===== config.mk =====
export PLATFORM = sky130hd
export DESIGN_NAME = sipo_dot_engine
export DESIGN_NICKNAME = d
export VERILOG_FILES = /design/src/rtl/sipo_dot_pkg.sv /design/src/rtl/sipo_dot_engine_mac16.sv /design/src/rtl/sipo_dot_engine.sv
export SDC_FILE = /design/constraint.sdc
export NUM_CORES = 2
export LEC_CHECK = 0
export ABC_AREA = 0
export BUFFER_PORTS_ARGS = -buffer_cell sky130_fd_sc_hd__buf_2
export CORE_AREA = 2 2 363 365
export DETAILED_ROUTE_END_ITERATION = 12
export DIE_AREA = 0 0 365 367
export PLACE_DENSITY = 0.57
export SLEW_MARGIN = 20
export SYNTH_ARGS = -nofsm -noshare
export SYNTH_HDL_FRONTEND = slang
export SYNTH_SLANG_ARGS = --single-unit

===== constraint.sdc =====
create_clock -name clk -period 10 [get_ports clk]
set_clock_uncertainty 0.2 [all_clocks]
set_input_delay 0 -clock clk [delete_from_list [all_inputs] [get_ports clk]]
set_output_delay 0 -clock clk [all_outputs]
set_load 0.02 [all_outputs]

===== src/rtl/sipo_dot_pkg.sv =====
// Shared constants, state encoding and result clamp for sipo_dot_engine.
// Saturation helper is used when SIPO_DOT_SAT_EN is defined.
package sipo_dot_pkg;

    localparam int WORDS = 18;
    localparam int W     = 16;
    localparam int ACC_W = 40;
    localparam int RES_W = 32;

    localparam logic signed [ACC_W-1:0] SAT_MAX = 40'sh00_7FFF_FFFF;
    localparam logic signed [ACC_W-1:0] SAT_MIN = 40'shFF_8000_0000;

    typedef enum logic [1:0] {
        IDLE,
        RUN,
        DONE
    } state_t;

    function automatic logic [RES_W-1:0] sat32(input logic [ACC_W-1:0] a);
        logic [ACC_W-1:0] r;
        r = a;
        if ($signed(a) > SAT_MAX) r = SAT_MAX;
        if ($signed(a) < SAT_MIN) r = SAT_MIN;
        return r[RES_W-1:0];
    endfunction

endpackage


===== src/rtl/sipo_dot_engine_mac16.sv =====
// Signed 16x16 multiply feeding a 40-bit accumulator register.
// sum is the value the accumulator takes on the next enabled edge.
module mac16
    import sipo_dot_pkg::*;
(
    input  logic             clk,
    input  logic             rst,
    input  logic             clr,
    input  logic             en,
    input  logic [W-1:0]     a,
    input  logic [W-1:0]     b,
    output logic [ACC_W-1:0] sum
);

    logic [ACC_W-1:0]      acc;
    logic signed [2*W-1:0] prod;

    assign prod = $signed(a) * $signed(b);
    assign sum  = acc + {{(ACC_W-2*W){prod[2*W-1]}}, prod};

    // accumulator: clear on new job, add one product per enabled cycle
    always_ff @(posedge clk) begin
        if (rst || clr) begin
            acc <= '0;
        end else if (en) begin
            acc <= sum;
        end
    end

endmodule


===== src/rtl/sipo_dot_engine.sv =====
// Snapshots an 18-word window on start and forms its dot product with a
// local coefficient bank. Define SIPO_DOT_SAT_EN to clamp the 32-bit result.
module sipo_dot_engine
    import sipo_dot_pkg::*;
(
    input  logic               clk,
    input  logic               rst,
    input  logic [WORDS*W-1:0] sipo_in,
    input  logic               start,
    input  logic               coef_we,
    input  logic [4:0]         coef_addr,
    input  logic [W-1:0]       coef_data,
    output logic               busy,
    output logic               done,
    output logic [RES_W-1:0]   result
);

    state_t           state;
    state_t           nxt;
    logic [4:0]       idx;
    logic [W-1:0]     win  [WORDS];
    logic [W-1:0]     coef [WORDS];
    logic             sh_vld;
    logic [4:0]       sh_addr;
    logic [W-1:0]     sh_data;
    logic             go;
    logic             last;
    logic             wr_ok;
    logic [W-1:0]     a_op;
    logic [W-1:0]     b_op;
    logic [ACC_W-1:0] acc_nxt;
    logic [RES_W-1:0] res_d;

    assign go    = (state == IDLE) && start;
    assign last  = (state == RUN) && (idx == 5'(WORDS-1));
    assign wr_ok = (state == IDLE) && coef_we && (coef_addr < 5'(WORDS));
    assign a_op  = win[idx];
    // a write landing with start must not affect this job: use saved value
    assign b_op  = (sh_vld && sh_addr == idx) ? sh_data : coef[idx];

`ifdef SIPO_DOT_SAT_EN
    assign res_d = sat32(acc_nxt);
`else
    logic unused_hi;
    assign res_d     = acc_nxt[RES_W-1:0];
    assign unused_hi = ^acc_nxt[ACC_W-1:RES_W];
`endif

    mac16 u_mac (
        .clk (clk),
        .rst (rst),
        .clr (go),
        .en  (state == RUN),
        .a   (a_op),
        .b   (b_op),
        .sum (acc_nxt)
    );

    // state register
    always_ff @(posedge clk) begin
        if (rst) state <= IDLE;
        else     state <= nxt;
    end

    // next-state decode
    always_comb begin
        nxt = state;
        unique case (state)
            IDLE: if (start) nxt = RUN;
            RUN:  if (last)  nxt = DONE;
            DONE: nxt = IDLE;
            default: nxt = IDLE;
        endcase
    end

    // word index, window snapshot and pre-write coefficient shadow
    always_ff @(posedge clk) begin
        if (rst) begin
            idx     <= '0;
            sh_vld  <= 1'b0;
            sh_addr <= '0;
            sh_data <= '0;
            for (int i = 0; i < WORDS; i++) win[i] <= '0;
        end else if (go) begin
            idx     <= '0;
            sh_vld  <= wr_ok;
            sh_addr <= coef_addr;
            sh_data <= wr_ok ? coef[coef_addr] : '0;
            for (int i = 0; i < WORDS; i++) win[i] <= sipo_in[W*i +: W];
        end else if (state == RUN) begin
            idx <= last ? '0 : idx + 5'd1;
        end
    end

    // coefficient bank, writable only while idle
    always_ff @(posedge clk) begin
        if (rst) begin
            for (int i = 0; i < WORDS; i++) coef[i] <= '0;
        end else if (wr_ok) begin
            coef[coef_addr] <= coef_data;
        end
    end

    // registered outputs
    always_ff @(posedge clk) begin
        if (rst) begin
            busy   <= 1'b0;
            done   <= 1'b0;
            result <= '0;
        end else begin
            done <= last;
            if (go)                 busy <= 1'b1;
            else if (state == DONE) busy <= 1'b0;
            if (last) result <= res_d;
        end
    end

endmodule


==> metrics.csv <==
stage,metric,value,unit
setup_path,cp.depth,34,
global_route,grt_overflow_total,0,
global_route,grt_max_degree,286,
setup_path,crit_end,u_mac.acc[30],
pwr,internal_power,9.44,mW
global_route,antenna_found_initial,30,
timing,hold_violations,0,
detailed_routing,via_per_inst,5.26,
finish,final_util,51.3,%
logic_synthesis,synth_top_area_share,46.4,%
pwr,p_comb_share,44.8,%
pwr,power.density,223,mW/mm^2
clock_network,clockBufferDepth,3,
setup_path,rr_worst_depth,34,
pwr,ir_worst_vdd,0.284,mV
setup_path,critPathArrivalTime,10.02,ns
logic_synthesis,synth_compound_gate_area_share,3.59,%
clock_network,clk_latency,0.73,ns
setup_path,path_max_fanout,22,
timing,post-route-min-period,9.58,ns
detailed_routing,ant_nets,0,
detailed_routing,wirelength,158000,um
timing,timing.slew.headroom,19.1,%
logic_synthesis,ys.flop_type,edfxtp_1,
logic_synthesis,yosys.area_share.simple,10.8,%
timing,worst_pin_slew,1.21,ns
setup_path,crit_slowest_cell,mux4_2,
setup_path,critPathMostFrequentCell,fa_1,
detailed_routing,first_pass_iters,5,
timing,fmax,104,MHz
hold_path,worstHoldStart,sipo_in[119],
global_route,grt_pass1_vias,37700,
logic_synthesis,syn_area_per_cell,13.6,sq um
pwr,pwr-share-clk,25.6,%
clock_network,cts_max_level,3,
placement,place_congestion,0.873,
setup_path,crit_required,10.44,ns
floorplanning,die_area,0.134,sq mm
logic_synthesis,synth_area,0.0518,sq mm
timing,slew_violations,0,
detailed_routing,drc_errors,0,
floorplanning,core-area,0.130,sq mm
timing,post-route-period-util,95.8,%
logic_synthesis,async_flop_share,0,%
setup_path,reg2reg_slack,0.42,ns
setup_path,critPathBufInv,6,
timing,finalSetupViolations,0,
setup_path,critPathLaunchType,flop,
detailed_routing,wire_per_inst,23.0,um
hold_path,holdPathStages,3,
logic_synthesis,synthCells,3794,
global_route,grt_pass1_wl,233000,um
outcome,status,"complete, no violations",
logic_synthesis,ys_ff_latch,900,
flow_run,cap_violations,0,
pwr,p_seq_share,29.6,%
placement,dpl.hpwl,101000,um
finish,drive_above_1_share,21.3,%
clock_network,clkTransAtPathRegs,0.06,ns
setup_path,path_class,reg -> reg,
logic_synthesis,ys_types,63,
floorplanning,initial_utilization,39.7,%
clock_network,cts.sinks,900,
logic_synthesis,yosysTopAreaCell,edfxtp_1,
logic_synthesis,yosys.area_share.xor_xnor,1.17,%
floorplanning,die_w,365,um
logic_synthesis,synth_edf_count,800,
clock_network,cts_tree,yes,
finish,layout_common_cells,"800 x edfxtp_1, 611 x dlygate4sd3_1, 429 x nor2_1, 364 x mux4_2, 344 x buf_2",
finish,layout.nets,5702,
setup_path,reg2reg_to,u_mac.acc[30],
logic_synthesis,synthMuxAreaShare,16.8,%
floorplanning,ios,347,
hold_path,hold_class,in -> reg,
finish,area_growth,29.2,%
clock_network,cts_made_buffers,99,
setup_path,cp_slowest_stage_delay,0.60,ns
floorplanning,fp-row-count,133,
logic_synthesis,yosys_warnings,0,
pwr,p_leak,26.8,nW
clock_network,cts_root_buf,clkbuf_16,
logic_synthesis,yosys.area_share.adder,13.0,%
logic_synthesis,ys_top_cells_by_area,"edfxtp_1 46%, mux4_2 16%, fa_1 10%",
logic_synthesis,synth_top_family_by_area,multiplexers,
finish,fillers,11000,
logic_synthesis,seq_area_frac_synth,50.3,%
setup_path,cpLargestDelayFamily,adder cells,
pwr,p_total,14.9,mW
pwr,p_switching,5.48,mW
global_route,grt_usage,23.5,%
setup_path,crit_path_end_kind,flop,
detailed_routing,drt_iter0_markers,3006,
finish,layout_commonest_cell,edfxtp_1,
placement,numPortBuffers,346,
pwr,p_sw_share,36.7,%
floorplanning,die_h,367,um
detailed_routing,via_count,36100,
==> routing by layer <==
layer,up-vias,GRT usage [%],part of all wire (%)
met4,4,9.59,4.5
met3,433,4.03,6.8
met2,1491,39.9,50
met1,18400,29.6,38
met5,-,0,0.014
li1,15800,-,-
==> how the worst min path moves through the flow <==
stage | slack [ns] | end
after floorplan | -0.04 | state[0]
after global placement | 0.08 | win[15][10]
after detailed placement | 0.08 | win[11][13]
after CTS | 0.003 | win[5][0]
after global routing | 0.04 | win[7][7]
final | 0.03 | win[7][7]
==> state kept, by name, indices dropped and copies added, names as in the netlist, named ones only <==
name / flops
busy: 1
coef: 512
done: 1
idx: 5
result: 32
sh_addr: 5
sh_data: 16
sh_vld: 1
state: 2
u_mac.acc: 32
win: 288
==> final cells by class <==
| class | instances | area [sq um] | area share [%] |
|---|---|---|---|
| timing repair buffer | 1118 | 9510 | 14.2 |
| inverter | 340 | 1280 | 1.92 |
| antenna | 26 | 65.1 | 0.0972 |
| sequential | 900 | 26000 | 38.9 |
| multi-input combinational | 2550 | 24400 | 36.5 |
| clock buffer | 114 | 2620 | 3.91 |
| tap | 1755 | 2200 | 3.28 |
| clock inverter | 67 | 746 | 1.11 |
==> stage by stage <==
step	hold slack (ns)	instances	cell area (sq um)	setup TNS, ns	setup slack [ns]
after floorplan	-0.0402	4017	52600	0	0.361
after global placement	0.0767	6040	57000	0	0.218
after detailed placement	0.0790	6040	57000	0	0.193
after CTS	0.00314	6832	66500	0	0.166
after global routing	0.0379	6869	66900	-0.0243	-0.0187
final	0.0281	6870	66900	0	0.419
==> cells in the mapped netlist (6+ instances only) <==
| cell | instances |
|---|---|
| clkbuf_1 | 143 |
| mux4_2 | 364 |
| nor2b_1 | 12 |
| dfxtp_1 | 100 |
| a21boi_0 | 6 |
| xor2_1 | 23 |
| and2_1 | 309 |
| mux2i_1 | 50 |
| edfxtp_1 | 800 |
| buf_1 | 22 |
| ha_1 | 117 |
| o21ai_0 | 56 |
| a21oi_2 | 11 |
| a211oi_1 | 16 |
| or2_2 | 16 |
| and3_1 | 39 |
| inv_1 | 339 |
| nor2_1 | 436 |
| buf_4 | 12 |
| nand2b_1 | 49 |
| nand4_1 | 10 |
| xnor2_1 | 46 |
| o21a_1 | 13 |
| nand2_1 | 255 |
| o21bai_1 | 8 |
| buf_2 | 45 |
| a31oi_1 | 6 |
| fa_1 | 263 |
| a21o_1 | 29 |
| nand3_1 | 16 |
| nor3_1 | 15 |
| a21oi_1 | 102 |
==> logic make-up (layout without fill, tap and decap cells) <==
kind of cell               Yosys count  count (layout)
muxes                              414             414
and+or+nand+nor                   1173            1173
buffers and inverters              567            1639
adders and majority gates          380             380
other                                1             250
xor gates and xnor gates            69              69
AOI/OAI and AO/OA                  290             290
DFF                                900             900
==> power groups by stage <==
stage | Sequential (mW) | Clock, mW | Combinational (mW)
global placement | 4.48 | 0 | 6.41
detailed placement | 4.48 | 0 | 6.43
CTS | 4.41 | 3.87 | 6.66
global route | 4.43 | 4.02 | 7.39
finish | 4.42 | 3.82 | 6.68
floorplan | 4.47 | 0 | 4.43
==> worst min-delay path: stages <==
cell and delay [ns]:
dlygate4sd3_1 0.56, buf_2 0.11, and2_1 0.15
==> timing repair <==
item / CTS / global route
resized for setup: 0 / 26
hold buffers: 611 / 0
hold endpoints to repair: 621 / 0
endpoints found under the setup margin: 0 / 18
buffers inserted: 0 / 7
Power figures use the tool's default switching activity.
